[src/rtl/button_pio_debounce_if.sv]
// Avalon-MM slave bus bundle for button_pio_debounce: word address, strobes, write and read data.
interface button_pio_debounce_if;
  logic [2:0]  address;
  logic        chipselect;
  logic        write_n;
  logic [31:0] writedata;
  logic [31:0] readdata;

  modport master (
    output address, chipselect, write_n, writedata,
    input  readdata
  );

  modport slave (
    input  address, chipselect, write_n, writedata,
    output readdata
  );
endinterface

[src/rtl/button_pio_debounce.sv]
// WIDTH-channel button PIO: 2-FF synchroniser, per-channel debounce, rise/fall edge capture, masked IRQ.
// Optional macro BUTTON_PIO_EVENT_COUNT_EN adds a saturating edge-event counter at address 7.
module button_pio_debounce #(
  parameter int WIDTH      = 4,
  parameter int DB_CNT_W   = 16,
  parameter int DB_DEFAULT = 50000
) (
  input  logic                 clk,
  input  logic                 reset_n,
  button_pio_debounce_if.slave bus,
  input  logic [WIDTH-1:0]     in_port,
  output logic                 irq
);

  localparam logic [2:0] ADDR_DATA   = 3'd0;
  localparam logic [2:0] ADDR_RAW    = 3'd1;
  localparam logic [2:0] ADDR_MASK   = 3'd2;
  localparam logic [2:0] ADDR_EDGE   = 3'd3;
  localparam logic [2:0] ADDR_RISE   = 3'd4;
  localparam logic [2:0] ADDR_FALL   = 3'd5;
  localparam logic [2:0] ADDR_PERIOD = 3'd6;
  localparam logic [2:0] ADDR_EVENT  = 3'd7;

  function automatic logic [DB_CNT_W-1:0] cnt_sat_inc(input logic [DB_CNT_W-1:0] v);
    return (&v) ? v : v + DB_CNT_W'(1);
  endfunction

  // Compare in one extra bit so an all-ones count never wraps below the period.
  function automatic logic period_reached(input logic [DB_CNT_W-1:0] c,
                                          input logic [DB_CNT_W-1:0] p);
    return ({1'b0, c} + (DB_CNT_W+1)'(1)) >= {1'b0, p};
  endfunction

  logic                wr_en;
  logic [WIDTH-1:0]    wr_bits;
  logic [DB_CNT_W-1:0] wr_period;
  logic                unused_wdata;

  logic [WIDTH-1:0]    sync_p0;
  logic [WIDTH-1:0]    sync_p1;
  logic [WIDTH-1:0]    db;
  logic [WIDTH-1:0]    db_next;
  logic [DB_CNT_W-1:0] cnt      [WIDTH];
  logic [DB_CNT_W-1:0] cnt_next [WIDTH];

  logic [WIDTH-1:0]    irq_mask;
  logic [WIDTH-1:0]    edge_cap;
  logic [WIDTH-1:0]    edge_cap_next;
  logic [WIDTH-1:0]    edge_clr;
  logic [WIDTH-1:0]    rise;
  logic [WIDTH-1:0]    fall;
  logic [WIDTH-1:0]    rise_en;
  logic [WIDTH-1:0]    fall_en;
  logic [DB_CNT_W-1:0] db_period;

  logic [31:0]         event_rd;
  logic [31:0]         rd_mux;

  assign wr_en        = bus.chipselect & ~bus.write_n;
  assign wr_bits      = bus.writedata[WIDTH-1:0];
  assign wr_period    = bus.writedata[DB_CNT_W-1:0];
  assign unused_wdata = ^bus.writedata;

  // Stage p0/p1: two-flop synchroniser for the asynchronous button inputs.
  always_ff @(posedge clk or negedge reset_n) begin
    if (!reset_n) begin
      sync_p0 <= '0;
      sync_p1 <= '0;
    end else begin
      sync_p0 <= in_port;
      sync_p1 <= sync_p0;
    end
  end

  // Debounce: db follows sync_p1 once a mismatch has persisted db_period cycles.
  always_comb begin
    db_next = db;
    for (int i = 0; i < WIDTH; i++) begin
      cnt_next[i] = '0;
      if (sync_p1[i] != db[i]) begin
        if (period_reached(cnt[i], db_period)) begin
          db_next[i] = sync_p1[i];
        end else begin
          cnt_next[i] = cnt_sat_inc(cnt[i]);
        end
      end
    end
  end

  always_ff @(posedge clk or negedge reset_n) begin
    if (!reset_n) begin
      db <= '0;
      for (int i = 0; i < WIDTH; i++) begin
        cnt[i] <= '0;
      end
    end else begin
      db <= db_next;
      for (int i = 0; i < WIDTH; i++) begin
        cnt[i] <= cnt_next[i];
      end
    end
  end

  // Edge capture: a new edge in the same cycle as a write-1-to-clear keeps the bit set.
  assign rise          = db_next & ~db & rise_en;
  assign fall          = ~db_next & db & fall_en;
  assign edge_clr      = (wr_en && bus.address == ADDR_EDGE) ? wr_bits : '0;
  assign edge_cap_next = (edge_cap & ~edge_clr) | rise | fall;
  assign irq           = |(edge_cap & irq_mask);

  always_ff @(posedge clk or negedge reset_n) begin
    if (!reset_n) begin
      irq_mask  <= '0;
      edge_cap  <= '0;
      rise_en   <= '1;
      fall_en   <= '0;
      db_period <= DB_CNT_W'(DB_DEFAULT);
    end else begin
      edge_cap <= edge_cap_next;
      if (wr_en) begin
        case (bus.address)
          ADDR_MASK:   irq_mask  <= wr_bits;
          ADDR_RISE:   rise_en   <= wr_bits;
          ADDR_FALL:   fall_en   <= wr_bits;
          ADDR_PERIOD: db_period <= wr_period;
          default: ;
        endcase
      end
    end
  end

`ifdef BUTTON_PIO_EVENT_COUNT_EN
  function automatic logic [15:0] event_sat_inc(input logic [15:0] v);
    return (&v) ? v : v + 16'd1;
  endfunction

  logic [15:0] event_cnt;
  logic        event_hit;

  // One event per cycle in which any capture bit goes 0 -> 1, however many channels fire.
  assign event_hit = |(edge_cap_next & ~edge_cap);

  always_ff @(posedge clk or negedge reset_n) begin
    if (!reset_n) begin
      event_cnt <= '0;
    end else if (wr_en && bus.address == ADDR_EVENT) begin
      event_cnt <= event_hit ? 16'd1 : 16'd0;
    end else if (event_hit) begin
      event_cnt <= event_sat_inc(event_cnt);
    end
  end

  assign event_rd = 32'(event_cnt);
`else
  assign event_rd = '0;
`endif

  always_comb begin
    rd_mux = '0;
    case (bus.address)
      ADDR_DATA:   rd_mux = 32'(db);
      ADDR_RAW:    rd_mux = 32'(sync_p1);
      ADDR_MASK:   rd_mux = 32'(irq_mask);
      ADDR_EDGE:   rd_mux = 32'(edge_cap);
      ADDR_RISE:   rd_mux = 32'(rise_en);
      ADDR_FALL:   rd_mux = 32'(fall_en);
      ADDR_PERIOD: rd_mux = 32'(db_period);
      ADDR_EVENT:  rd_mux = event_rd;
      default:     rd_mux = '0;
    endcase
  end

  always_ff @(posedge clk or negedge reset_n) begin
    if (!reset_n) begin
      bus.readdata <= '0;
    end else begin
      bus.readdata <= rd_mux;
    end
  end

endmodule
[src/flat_wrapper.sv]
// flat-port wrapper written by rule: the top's interface ports become plain ports
module button_pio_debounce_flat 
#(
  parameter int WIDTH      = 4,
  parameter int DB_CNT_W   = 16,
  parameter int DB_DEFAULT = 50000
)
  (clk, reset_n, in_port, irq, bus_address, bus_chipselect, bus_write_n, bus_writedata, bus_readdata);
  button_pio_debounce_if bus_i ();
  input  logic clk;
  input  logic reset_n;
  input  logic [WIDTH-1:0] in_port;
  output logic irq;
  input wire logic [$bits(bus_i.address)-1:0] bus_address;
  input wire logic [$bits(bus_i.chipselect)-1:0] bus_chipselect;
  input wire logic [$bits(bus_i.write_n)-1:0] bus_write_n;
  input wire logic [$bits(bus_i.writedata)-1:0] bus_writedata;
  output wire logic [$bits(bus_i.readdata)-1:0] bus_readdata;
  assign bus_i.address = bus_address;
  assign bus_i.chipselect = bus_chipselect;
  assign bus_i.write_n = bus_write_n;
  assign bus_i.writedata = bus_writedata;
  assign bus_readdata = bus_i.readdata;
  button_pio_debounce #(.WIDTH(WIDTH), .DB_CNT_W(DB_CNT_W), .DB_DEFAULT(DB_DEFAULT)) u_core (.clk(clk), .reset_n(reset_n), .bus(bus_i), .in_port(in_port), .irq(irq));
endmodule
[config.mk]
export PLATFORM = sky130hd
export DESIGN_NAME = button_pio_debounce_flat
export DESIGN_NICKNAME = d
export VERILOG_FILES = /design/src/rtl/button_pio_debounce_if.sv /design/src/rtl/button_pio_debounce.sv /design/src/flat_wrapper.sv
export SDC_FILE = /design/constraint.sdc
export NUM_CORES = 1
export LEC_CHECK = 0
export BUFFER_PORTS_ARGS = -buffer_cell sky130_fd_sc_hd__buf_4
export CORE_UTILIZATION = 54
export CTS_CLUSTER_DIAMETER = 80
export CTS_CLUSTER_SIZE = 16
export DETAILED_ROUTE_END_ITERATION = 10
export PLACE_DENSITY = 0.77
export SLEW_MARGIN = 30
export SYNTH_ARGS = -nofsm -noshare
export SYNTH_HDL_FRONTEND = slang
export SYNTH_SLANG_ARGS = --single-unit
[constraint.sdc]
create_clock -name clk -period 2.9 [get_ports clk]
set_clock_uncertainty 0.15 [all_clocks]
set_input_delay 0.29 -clock clk [delete_from_list [all_inputs] [get_ports clk]]
set_output_delay 0.29 -clock clk [all_outputs]
set_load 0.005 [all_outputs]
==> out/metrics.yaml, run 1 <==
pwr:
  leakage_nw: 4.95
  ir_drop_mv: 0.666
  power_density_nw_per_um2: 525
place:
  dp.cells: 942
  place.gp.congestion: 0.887
  dpl-instance-area_um2: 8000
  portBuffers: 43
  dpl.hpwl_mm: 12.8
  pre_cts_ws_ns: -0.232
sta:
  fmax_mhz: 311
  timing.final.crit_share_pct: 111
  tightest_slew_ns: 0.814
  setup_violations: 71
  hold_slack_ns: 0.133
  report.final.slew_viol_count: 0
  fin_ws_ns: -0.312
  slew_headroom_pct: 45.3
  rsz0062_at_grt: "true"
  finalCriticalPeriod_ns: 3.21
  finalHoldViolations: 0
layout:
  top_register: "u_core.cnt"
  final_common_cell: "buf_4"
  design_area_um2: 10000
  final_cells: 1047
  drive_above_1_share_pct: 40.5
  syn2layout_area_growth_pct: 42.6
  layout_common_cells: "buf_4 (147), dfrtp_1 (111), ha_1 (59)"
  utilization_pct: 79.2
  reg_top3: "u_core.cnt (64), u_core.bus.readdata (16), u_core.db_period (16)"
  largest_reg_flops: 64
  n_antenna_cell: 0
  fillCellCount: 707
  fin_nets: 974
yosys:
  avgSynthCellArea_um2: 10.4
  ys_ff_latch: 124
  syn_inst: 675
  synth_xor_area_share_pct: 7.22
  async_flop_share_pct: 100
  synth_fa_ha_area_share_pct: 12.1
  synth_compound_area_share_pct: 8.85
  synth_edf_count: 0
  netlist_area_um2: 7040
  yosys_warnings: 0
  synth_ff_type: "dfrtp_1"
  synth_top_family_by_area: "simple AND/OR/NAND/NOR gates"
  synthSimpleGateAreaFrac_pct: 19.4
  seq_area_frac_synth_pct: 44.3
  synth_mux_area_share_pct: 3.93
  synth.distinct_cells: 59
grt:
  antenna_found_initial: 0
  grt_start_max_net_pins: 55
  grt_pass1_wl_mm: 31.5
  grt_overflow_total: 0
  grt.total_usage_pct: 31.5
  grt_pass1_vias: 6307
die:
  core_um2: 12700
  rows: 41
  dieArea_um2: 13500
  start_util_pct: 55.6
  io_pins: 76
  die_x_um: 116
  fp.dieH_um: 116
cts:
  cts_tree: "yes"
  cts_htree_levels: 4
  cts_buffers: 17
  clkLatencyLatePin_ns: 0.43
  clkSinkCount: 124
  clock_path_buffers: 2
  cts.clk_slew.worst_paths_ns: 0.06
  clockRootBuffer: "clkbuf_16"
drt:
  wl_per_cell_um: 21.8
  postRouteAntennaNets: 0
  drt_iter0_markers: 507
  vias: 6328
  wl_mm: 22.8
  first_pass_iters: 7
  viasPerCell: 6.04
  drc: 0
critical_path:
  worstSetupEndpointType: "flop"
  worst_ep_arrival_time_ns: 3.41
  crit_required_ns: 3.10
  path_max_fanout: 5
  worst_setup_path_start_kind: "flop"
  crit_type: "flop to flop"
run_status:
  violations: "setup timing"
  status: "finished with violations"
min_path:
  hold_class: "input port to flop"
flow_run:
  maxCapViolations: 0
report_power, final:
group	internal (mW)	switching, mW	total, mW	leakage [nW]
Clock	1.41	0.782	2.19	0.297
Combinational	0.455	0.634	1.09	3.03
Sequential	1.89	0.101	1.99	1.62
cell families (layout without fill, tap and decap cells):
| group | Yosys count | count (layout) |
|---|---|---|
| DFF | 124 | 124 |
| adders and majority gates | 68 | 68 |
| AOI/OAI and AO/OA | 97 | 98 |
| muxes | 23 | 23 |
| xor gates and xnor gates | 58 | 58 |
| buffers and inverters | 56 | 240 |
| and+or+nand+nor | 248 | 248 |
| other | 1 | 16 |
per-layer routing:
metal / global-route usage, % / up-vias / part of all wire [%]
met5: 0 / - / 0
met4: 16.8 / 0 / 5.6
met3: 6.49 / 106 / 7.4
met2: 54.6 / 370 / 52
met1: 36.8 / 3132 / 35
li1: - / 2720 / -
stage by stage:
step / TNS (ns) / total power, mW
6_report: -11.52 / 5.27
5_1_grt: -18.93 / 5.40
4_1_cts: -2.13 / 5.07
3_5_place_dp: -8.23 / 2.84
3_3_place_gp: -2.30 / 2.77
2_1_floorplan: -0.0138 / 2.47
path summary, 6_finish.rpt:
| path | endpoint | slack (ns) | startpoint | cells after the start |
|---|---|---|---|---|
| min in group asynchronous | u_core.sync_p1[0] | 0.24 | reset_n | 2 |
| setup reg to reg | u_core.cnt[21] | -0.31 | u_core.cnt[16] | 13 |
| setup / recovery | u_core.cnt[21] | -0.31 | u_core.cnt[16] | 13 |
| max in group asynchronous | u_core.db_period[6] | 1.48 | reset_n | 3 |
| hold / removal | u_core.bus.readdata[0] | 0.13 | bus_address[2] | 2 |
| hold reg to reg | u_core.sync_p1[3] | 0.20 | u_core.sync_p0[3] | 0 |
timing repair:
item	CTS	global route
setup endpoints to repair	70	72
pin swaps	46	40
hold buffers	22	0
gates resized for setup	61	107
cloned	2	2
hold endpoints to repair	63	0
setup buffers	26	23
Yosys cell counts, drive strengths merged (2+ instances only):
| cell type | instances | area share (%) |
|---|---|---|
| a21o | 5 | 0.53 |
| mux2 | 17 | 2.7 |
| o211ai | 3 | 0.32 |
| o21ai | 29 | 2.1 |
| buf | 22 | 2.4 |
| o21bai | 2 | 0.21 |
| ha | 68 | 12 |
| dfstp | 10 | 3.7 |
| and4 | 6 | 0.82 |
| nand3 | 24 | 1.7 |
| nand4 | 19 | 1.8 |
| nor4 | 3 | 0.27 |
| inv | 26 | 1.4 |
| and2 | 4 | 0.39 |
| clkbuf | 8 | 0.43 |
| nor3b | 2 | 0.21 |
| or3 | 3 | 0.27 |
| xnor2 | 36 | 4.5 |
| a211oi | 5 | 0.60 |
| a22oi | 3 | 0.32 |
| nor2b | 62 | 5.8 |
| and3 | 26 | 2.5 |
| o22ai | 2 | 0.18 |
| dfrtp | 114 | 41 |
| nor2 | 38 | 2.0 |
| xor2 | 22 | 2.7 |
| nand2 | 51 | 2.7 |
| a31oi | 3 | 0.27 |
| a22o | 3 | 0.37 |
| a221o | 2 | 0.28 |
| a21oi | 28 | 2.0 |
| a221oi | 3 | 0.37 |
| mux4 | 2 | 0.64 |
| nor3 | 3 | 0.28 |
| or2 | 2 | 0.18 |
| mux2i | 4 | 0.57 |
| a31o | 2 | 0.25 |
| nand2b | 4 | 0.36 |
worst max-delay path, cell delays in order, from the launching register on:
cell and delay [ns]:
dfrtp_1 0.44, ha_4 0.20, nand3_4 0.09, buf_4 0.16, nor2_2 0.18, xor2_2 0.26, ha_4 0.25, a21oi_1 0.20
o21ai_1 0.17, a221oi_2 0.27, nand4_1 0.16, o21bai_4 0.26, clkbuf_16 0.19, nor2b_1 0.15
layout make-up:
class	instances	area, µm²	area share (%)
clock buffers	23	478	4.76
multi-input cells	511	4470	44.5
flip-flops and latches	124	3120	31.1
well taps	172	215	2.14
inverters	26	97.6	0.972
repair buffers	183	1540	15.4
clock inverters	8	115	1.15
No activity file was read; power rests on OpenSTA's default activity.
==> run 2, diff against run 1 <==
- RECOVER_POWER: unset -> 100
==> run 2 against run 1 <==
Compared with the run above: sequential share of layout area up 0.11 points; via count down 0.43%; combinational power about the same; maximum frequency up 0.53%; sequential power about the same; highest routed layer unchanged; the run ends with capacitance limit, slew limit, setup timing left; sequential cell count unchanged; register-to-register slack better by 0.02 ns.
==> out/metrics.yaml, run 2 (synthesis gave the netlist of run 1 again) <==
run_status:
  status: "finished with violations"
  violations: "capacitance limit, slew limit, setup timing"
layout:
  n_antenna_cell: 0  # unchanged
  syn2layout_area_growth_pct: 42.1
  top_register: "u_core.cnt"
  multi_input_area_um2: 4470  # unchanged
  reg_top3: "u_core.cnt (64), u_core.bus.readdata (16), u_core.db_period (16)"
  fin_nets: 974  # unchanged
  design_area_um2: 10000  # -0.35%
  layout_common_cells: "buf_4 (122), dfrtp_1 (111), ha_1 (59)"
  fillCellCount: 719  # +1.7%
  final_common_cell: "buf_4"
  largest_reg_flops: 64  # unchanged
  seqCellArea_um2: 3120  # unchanged
  drive_above_1_share_pct: 39.7  # -0.80 points
cts:
  clockRootBuffer: "clkbuf_16"
  clkSinkCount: 124  # unchanged
  cts_tree: "yes"
  clkLatencyLatePin_ns: 0.43  # about the same
  cts_buffers: 17  # unchanged
  cts_htree_levels: 4  # unchanged
  cts.clk_slew.worst_paths_ns: 0.06  # about the same
  clock_path_buffers: 2  # unchanged
pwr:
  leakage_nw: 4.91  # -0.78%
  switching_power_mw: 1.52  # about the same
  power_frac_seq_pct: 37.9  # about the same
  power_density_nw_per_um2: 526  # +0.22%
  swShare_pct: 28.8  # +0.046 points
  finalPower_mw: 5.26  # -0.13%
  power.internal_mw: 3.74  # -0.20%
  combinationalPowerShare_pct: 20.5  # -0.2 points
  clkPwrFrac_pct: 41.6  # about the same
  ir_drop_mv: 0.664  # -0.30%
sta:
  setup_violations: 71  # unchanged
  tightest_slew_ns: 2.11  # +1.30 ns
  finalCriticalPeriod_ns: 3.19  # -0.0168 ns
  slew_headroom_pct: -40.8  # -86 points
  fmax_mhz: 313  # +0.53%
  rsz0062_at_grt: "true"
  timing.final.crit_share_pct: 110  # -0.58 points
  report.final.slew_viol_count: 37  # +37
  fin_ws_ns: -0.295  # +0.0168 ns
  finalHoldViolations: 0  # unchanged
min_path:
  hold_class: "input port to flop"
  hp-start: "bus_address[2]"
die:
  core_um2: 12700  # unchanged
  rows: 41  # unchanged
  io_pins: 76  # unchanged
  start_util_pct: 55.6  # unchanged
  dieArea_um2: 13500  # unchanged
  fp.dieH_um: 116  # unchanged
  die_x_um: 116  # unchanged
critical_path:
  path_max_fanout: 5  # unchanged
  slowest_stage: "dfrtp_1"
  path_common_cell: "ha_4"
  crit_type: "flop to flop"
  r2r_start: "u_core.cnt[16]"
  crit_required_ns: 3.10  # about the same
  worst_ep_arrival_time_ns: 3.39  # -0.02 ns
  critPathMaxStageDelay_ns: 0.45  # about the same
  worstSetupEndpointType: "flop"
  worst_setup_path_start_kind: "flop"
  crit_start: "u_core.cnt[16]"
  cp_cell_sequence: "ha_4 -> nand3_4 -> buf_4 -> nor2_2 -> xor2_2 -> ha_4 -> a21oi_1 -> o21ai_1 -> a221oi_2 -> nand4_1 -> o21bai_4 -> clkbuf_16 -> nor2b_1"
grt:
  antenna_found_initial: 0  # unchanged
  grt_overflow_total: 0  # unchanged
  grt_start_max_net_pins: 55  # unchanged
  grt_pass1_wl_mm: 31.5  # unchanged
  grt.total_usage_pct: 31.5  # unchanged
  grt_pass1_vias: 6307  # unchanged
place:
  dpl-instance-area_um2: 8000  # unchanged
  portBuffers: 43  # unchanged
  dpl.hpwl_mm: 12.8  # unchanged
  place.gp.congestion: 0.887  # unchanged
drt:
  first_pass_iters: 8  # +1
  postRouteAntennaNets: 0  # unchanged
  vias: 6301  # -0.43%
  viasPerCell: 6.02  # -0.43%
  drt_iter0_markers: 580  # +14%
  wl_per_cell_um: 21.7  # -0.24%
  wl_mm: 22.8  # -0.24%
  drc: 0  # unchanged
flow_run:
  maxCapViolations: 1  # +1
[run 2: cell types whose count changed in the layout (fill, tap and decap cells not counted), sizes merged]
cell	change
buf	-24
clkbuf	+24
[run 2: power groups by stage]
stage / combinational [mW] / sequential, mW / clock [mW]
after detailed placement: 0.828 / 2.01 / 0
after CTS: 0.920 / 1.98 / 2.17
after global routing: 1.14 / 2.00 / 2.26
after floorplan: 0.485 / 1.98 / 0
final: 1.08 / 1.99 / 2.19
after global placement: 0.774 / 2.00 / 0
[run 2: routing by layer]
metal	wire length [µm]	GRT usage, %	vias up
met1	8290	36.8	3145
met4	1320	16.8	0
li1	-	-	2714
met2	11700	54.6	329
met5	0	0	-
met3	1460	6.49	113
[run 2: critical path: cells and delay by family (launching register included)]
family / cells / cell delay (ns)
flops: 1 / 0.45
simple gates: 4 / 0.58
compound gates: 4 / 0.87
buf+inv: 2 / 0.35
xor+xnor: 1 / 0.26
fa+ha+maj: 2 / 0.45
[run 2: path summary, 6_finish.rpt]
check | to | slack [ns] | cells past startpoint
setup / recovery | u_core.cnt[21] | -0.29 | 13
hold / removal | u_core.bus.readdata[0] | 0.13 | 2
setup reg to reg | u_core.cnt[21] | -0.29 | 13
hold reg to reg | u_core.sync_p1[3] | 0.20 | 0
max in group asynchronous | u_core.db_period[6] | 0.29 | 3
min in group asynchronous | u_core.sync_p1[0] | 0.88 | 2
[run 2: layout make-up]
class / count / share of cell area [%]
Multi-Input combinational cell: 511 / 44.7
Sequential cell: 124 / 31.2
Timing Repair Buffer: 183 / 15.1
Clock buffer: 23 / 4.78
Tap cell: 172 / 2.15
Clock inverter: 8 / 1.15
Inverter: 26 / 0.975
[run 2: stage by stage]
stage	setup slack, ns	util [%]	TNS (ns)	std cells	hold slack (ns)
2_1_floorplan	-0.0138	-	-0.0138	690	-0.156
3_3_place_gp	-0.116	63.1	-2.30	942	0.121
3_5_place_dp	-0.232	63.1	-8.23	942	0.137
4_1_cts	-0.124	73.6	-2.13	1023	0.0722
5_1_grt	-0.442	79.0	-19.77	1047	0.123
6_report	-0.295	79.0	-11.65	1047	0.134
[run 2: what timing repair did]
action,in CTS,in global routing
resized for setup,61,107
pin swaps,46,40
hold buffers,22,0
setup buffers,26,23
gates cloned,2,2
endpoints found under the setup margin,70,72
endpoints found under the hold margin,63,0
==> run 3, diff against run 2 <==
- REMOVE_ABC_BUFFERS: unset -> 1
==> run 3 against run 2 <==
Compared with the run above: the run ends with setup timing left; sequential power about the same; register-to-register slack about the same; clock power decreased by 4%; worst hold slack got worse by 0.015 ns; highest routed layer unchanged.
==> out/metrics.yaml, run 3 (synthesis gave the netlist of run 1 again) <==
sta:
  fmax_mhz: 314  # +0.16%
  finalCriticalPeriod_ns: 3.19  # -0.00508 ns
  report.final.slew_viol_count: 0  # -100%
  finalHoldViolations: 0  # unchanged
  rsz0062_at_grt: "true"
  slew_headroom_pct: 25.9  # +67 points
  tightest_slew_ns: 1.11  # -1.00 ns
  setup_violations: 70  # -1.4%
  fin_ws_ns: -0.290  # +0.00508 ns
  timing.final.crit_share_pct: 110  # -0.18 points
place:
  dpl.hpwl_mm: 12.3  # -3.3%
  portBuffers: 43  # unchanged
  place.gp.congestion: 0.844  # -4.9%
  dpl-instance-area_um2: 7980  # -0.20%
run_status:
  status: "finished with violations"
  violations: "setup timing"
critical_path:
  worstReg2RegEnd: "u_core.db[1]"
  path_max_fanout: 3  # -2
  worst_ep_arrival_time_ns: 3.36  # -0.03 ns
  cp_cell_sequence: "ha_2 -> nand2_2 -> nor2_4 -> buf_6 -> buf_6 -> and4_4 -> xor2_2 -> ha_1 -> nand4_1 -> nor2_2 -> nand4_1 -> o211ai_1 -> buf_4 -> a21oi_4 -> mux2_4"
  path_buf_inv: 3  # +1
  critPathMaxStageDelay_ns: 0.39  # -0.06 ns
  crit_type: "flop to flop"
  r2r_start: "u_core.cnt[33]"
  worstRegToRegCells: 15  # +2
  crit_required_ns: 3.07  # -0.03 ns
  slowest_stage: "dfrtp_1"
  reg2reg_setup_slack_ns: -0.29  # about the same
  worst_setup_path_start_kind: "flop"
  path_delay_family: "simple AND/OR/NAND/NOR gates"
  worstSetupEndpointType: "flop"
die:
  dieArea_um2: 13500  # unchanged
  core_um2: 12700  # unchanged
  fp.dieH_um: 116  # unchanged
  die_x_um: 116  # unchanged
  rows: 41  # unchanged
  start_util_pct: 55.6  # unchanged
  io_pins: 76  # unchanged
cts:
  clock_path_buffers: 2  # unchanged
  cts_tree: "yes"
  clkSinkCount: 124  # unchanged
  clkLatencyLatePin_ns: 0.44  # about the same
  cts_buffers: 17  # unchanged
  clockRootBuffer: "clkbuf_16"
  cts_htree_levels: 4  # unchanged
  cts.clk_slew.worst_paths_ns: 0.06  # about the same
layout:
  reg_top3: "u_core.cnt (64), u_core.bus.readdata (16), u_core.db_period (16)"
  fin_nets: 958  # -1.6%
  seqCellArea_um2: 3120  # unchanged
  drive_above_1_share_pct: 38.5  # -1.2 points
  n_antenna_cell: 0  # unchanged
  syn2layout_area_growth_pct: 39.3
  final_common_cell: "dfrtp_1"
  layout_common_cells: "dfrtp_1 (111), buf_4 (107), ha_1 (61)"
  top_register: "u_core.cnt"
  utilization_pct: 77.4  # -1.6 points
  multi_input_area_um2: 4420  # -1.1%
  largest_reg_flops: 64  # unchanged
  design_area_um2: 9810  # -2.0%
  fillCellCount: 744  # +3.5%
pwr:
  power_density_nw_per_um2: 525  # about the same
  leakage_nw: 4.79  # -2.5%
  ir_drop_mv: 0.477  # -28%
grt:
  grt_overflow_total: 0  # unchanged
  antenna_found_initial: 0  # unchanged
  grt_pass1_vias: 6115  # -3.0%
  grt_pass1_wl_mm: 30.1  # -4.3%
  grt.total_usage_pct: 30.4  # -1.1 points
  grt_start_max_net_pins: 68  # +24%
drt:
  first_pass_iters: 5  # -3
  wl_per_cell_um: 21.3  # -2.1%
  vias: 6169  # -2.1%
  drt_iter0_markers: 479  # -17%
  postRouteAntennaNets: 0  # unchanged
  viasPerCell: 5.98  # -0.67%
  drc: 0  # unchanged
  wl_mm: 22.0  # -3.5%
min_path:
  worstHoldPathCells: 2  # unchanged
  hp-start: "bus_address[2]"
  hold_class: "input port to flop"
  hold_path_end: "u_core.bus.readdata[0]"
flow_run:
  maxCapViolations: 0  # -1
## run 3: changes by cell type in the layout (fill, tap and decap cells not counted), moves of 4 or more
cell | previous run | this run
buf_4 | 122 | 107
clkbuf_1 | 9 | 5
mux2_2 | 16 | 12
nor2b_2 | 20 | 15
clkinvlp_4 | 0 | 4
buf_6 | 9 | 5
## run 3: worst reg2reg max path: stages, from the launching register on
cell      delay, ns
dfrtp_1        0.39
ha_2           0.21
nand2_2        0.07
nor2_4         0.12
buf_6          0.13
buf_6          0.09
and4_4         0.24
xor2_2         0.07
ha_1           0.33
nand4_1        0.14
nor2_2         0.19
nand4_1        0.15
o211ai_1       0.24
buf_4          0.19
a21oi_4        0.07
mux2_4         0.30
## run 3: worst max-delay path by stage
stage,start,end,cells after the start
floorplan,u_core.cnt[16],u_core.cnt[31],12
global placement,u_core.cnt[32],u_core.cnt[38],12
detailed placement,u_core.cnt[32],u_core.cnt[38],12
CTS,u_core.cnt[33],u_core.db[1],12
global route,u_core.cnt[32],u_core.db[1],15
finish,u_core.cnt[33],u_core.db[1],15
## run 3: repair_timing
item                                    in CTS  in global routing
resized for setup                           60                105
endpoints found under the setup margin      69                 72
cloned                                       1                  2
endpoints found under the hold margin       70                  0
hold buffers                                22                  0
pin swaps                                   47                 53
buffers inserted                            14                 18
## run 3: stage by stage
step	hold slack (ns)	setup TNS (ns)	cells	worst slack (ns)	power [mW]
floorplan	-0.156	-1.68	660	-0.185	2.44
global placement	0.131	-2.61	943	-0.0871	2.78
detailed placement	0.139	-5.94	943	-0.169	2.84
CTS	0.0973	-0.103	1012	-0.0277	4.98
global route	0.119	-18.01	1032	-0.412	5.33
finish	0.118	-10.50	1032	-0.290	5.15
## run 3: area by class of cell
type / count / share of cell area, %
inverters: 26 / 0.995
repair buffers: 167 / 14.1
clock inverters: 15 / 1.53
flip-flops and latches: 124 / 31.8
clock buffers: 17 / 4.34
well taps: 172 / 2.19
multi-input cells: 511 / 45.1
## run 3: layer usage
metal	wire length [µm]	share of wire [%]	vias up	GRT usage, %
met2	11200	51	324	51.0
li1	-	-	2682	-
met4	1080	4.9	0	16.7
met3	1350	6.1	100	6.69
met5	0	0	-	0
met1	8360	38	3063	36.5
## run 3: where the power goes
group / switching (mW) / internal, mW
Sequential: 0.104 / 1.89
Combinational: 0.611 / 0.446
Clock: 0.845 / 1.26
Total: 1.56 / 3.59
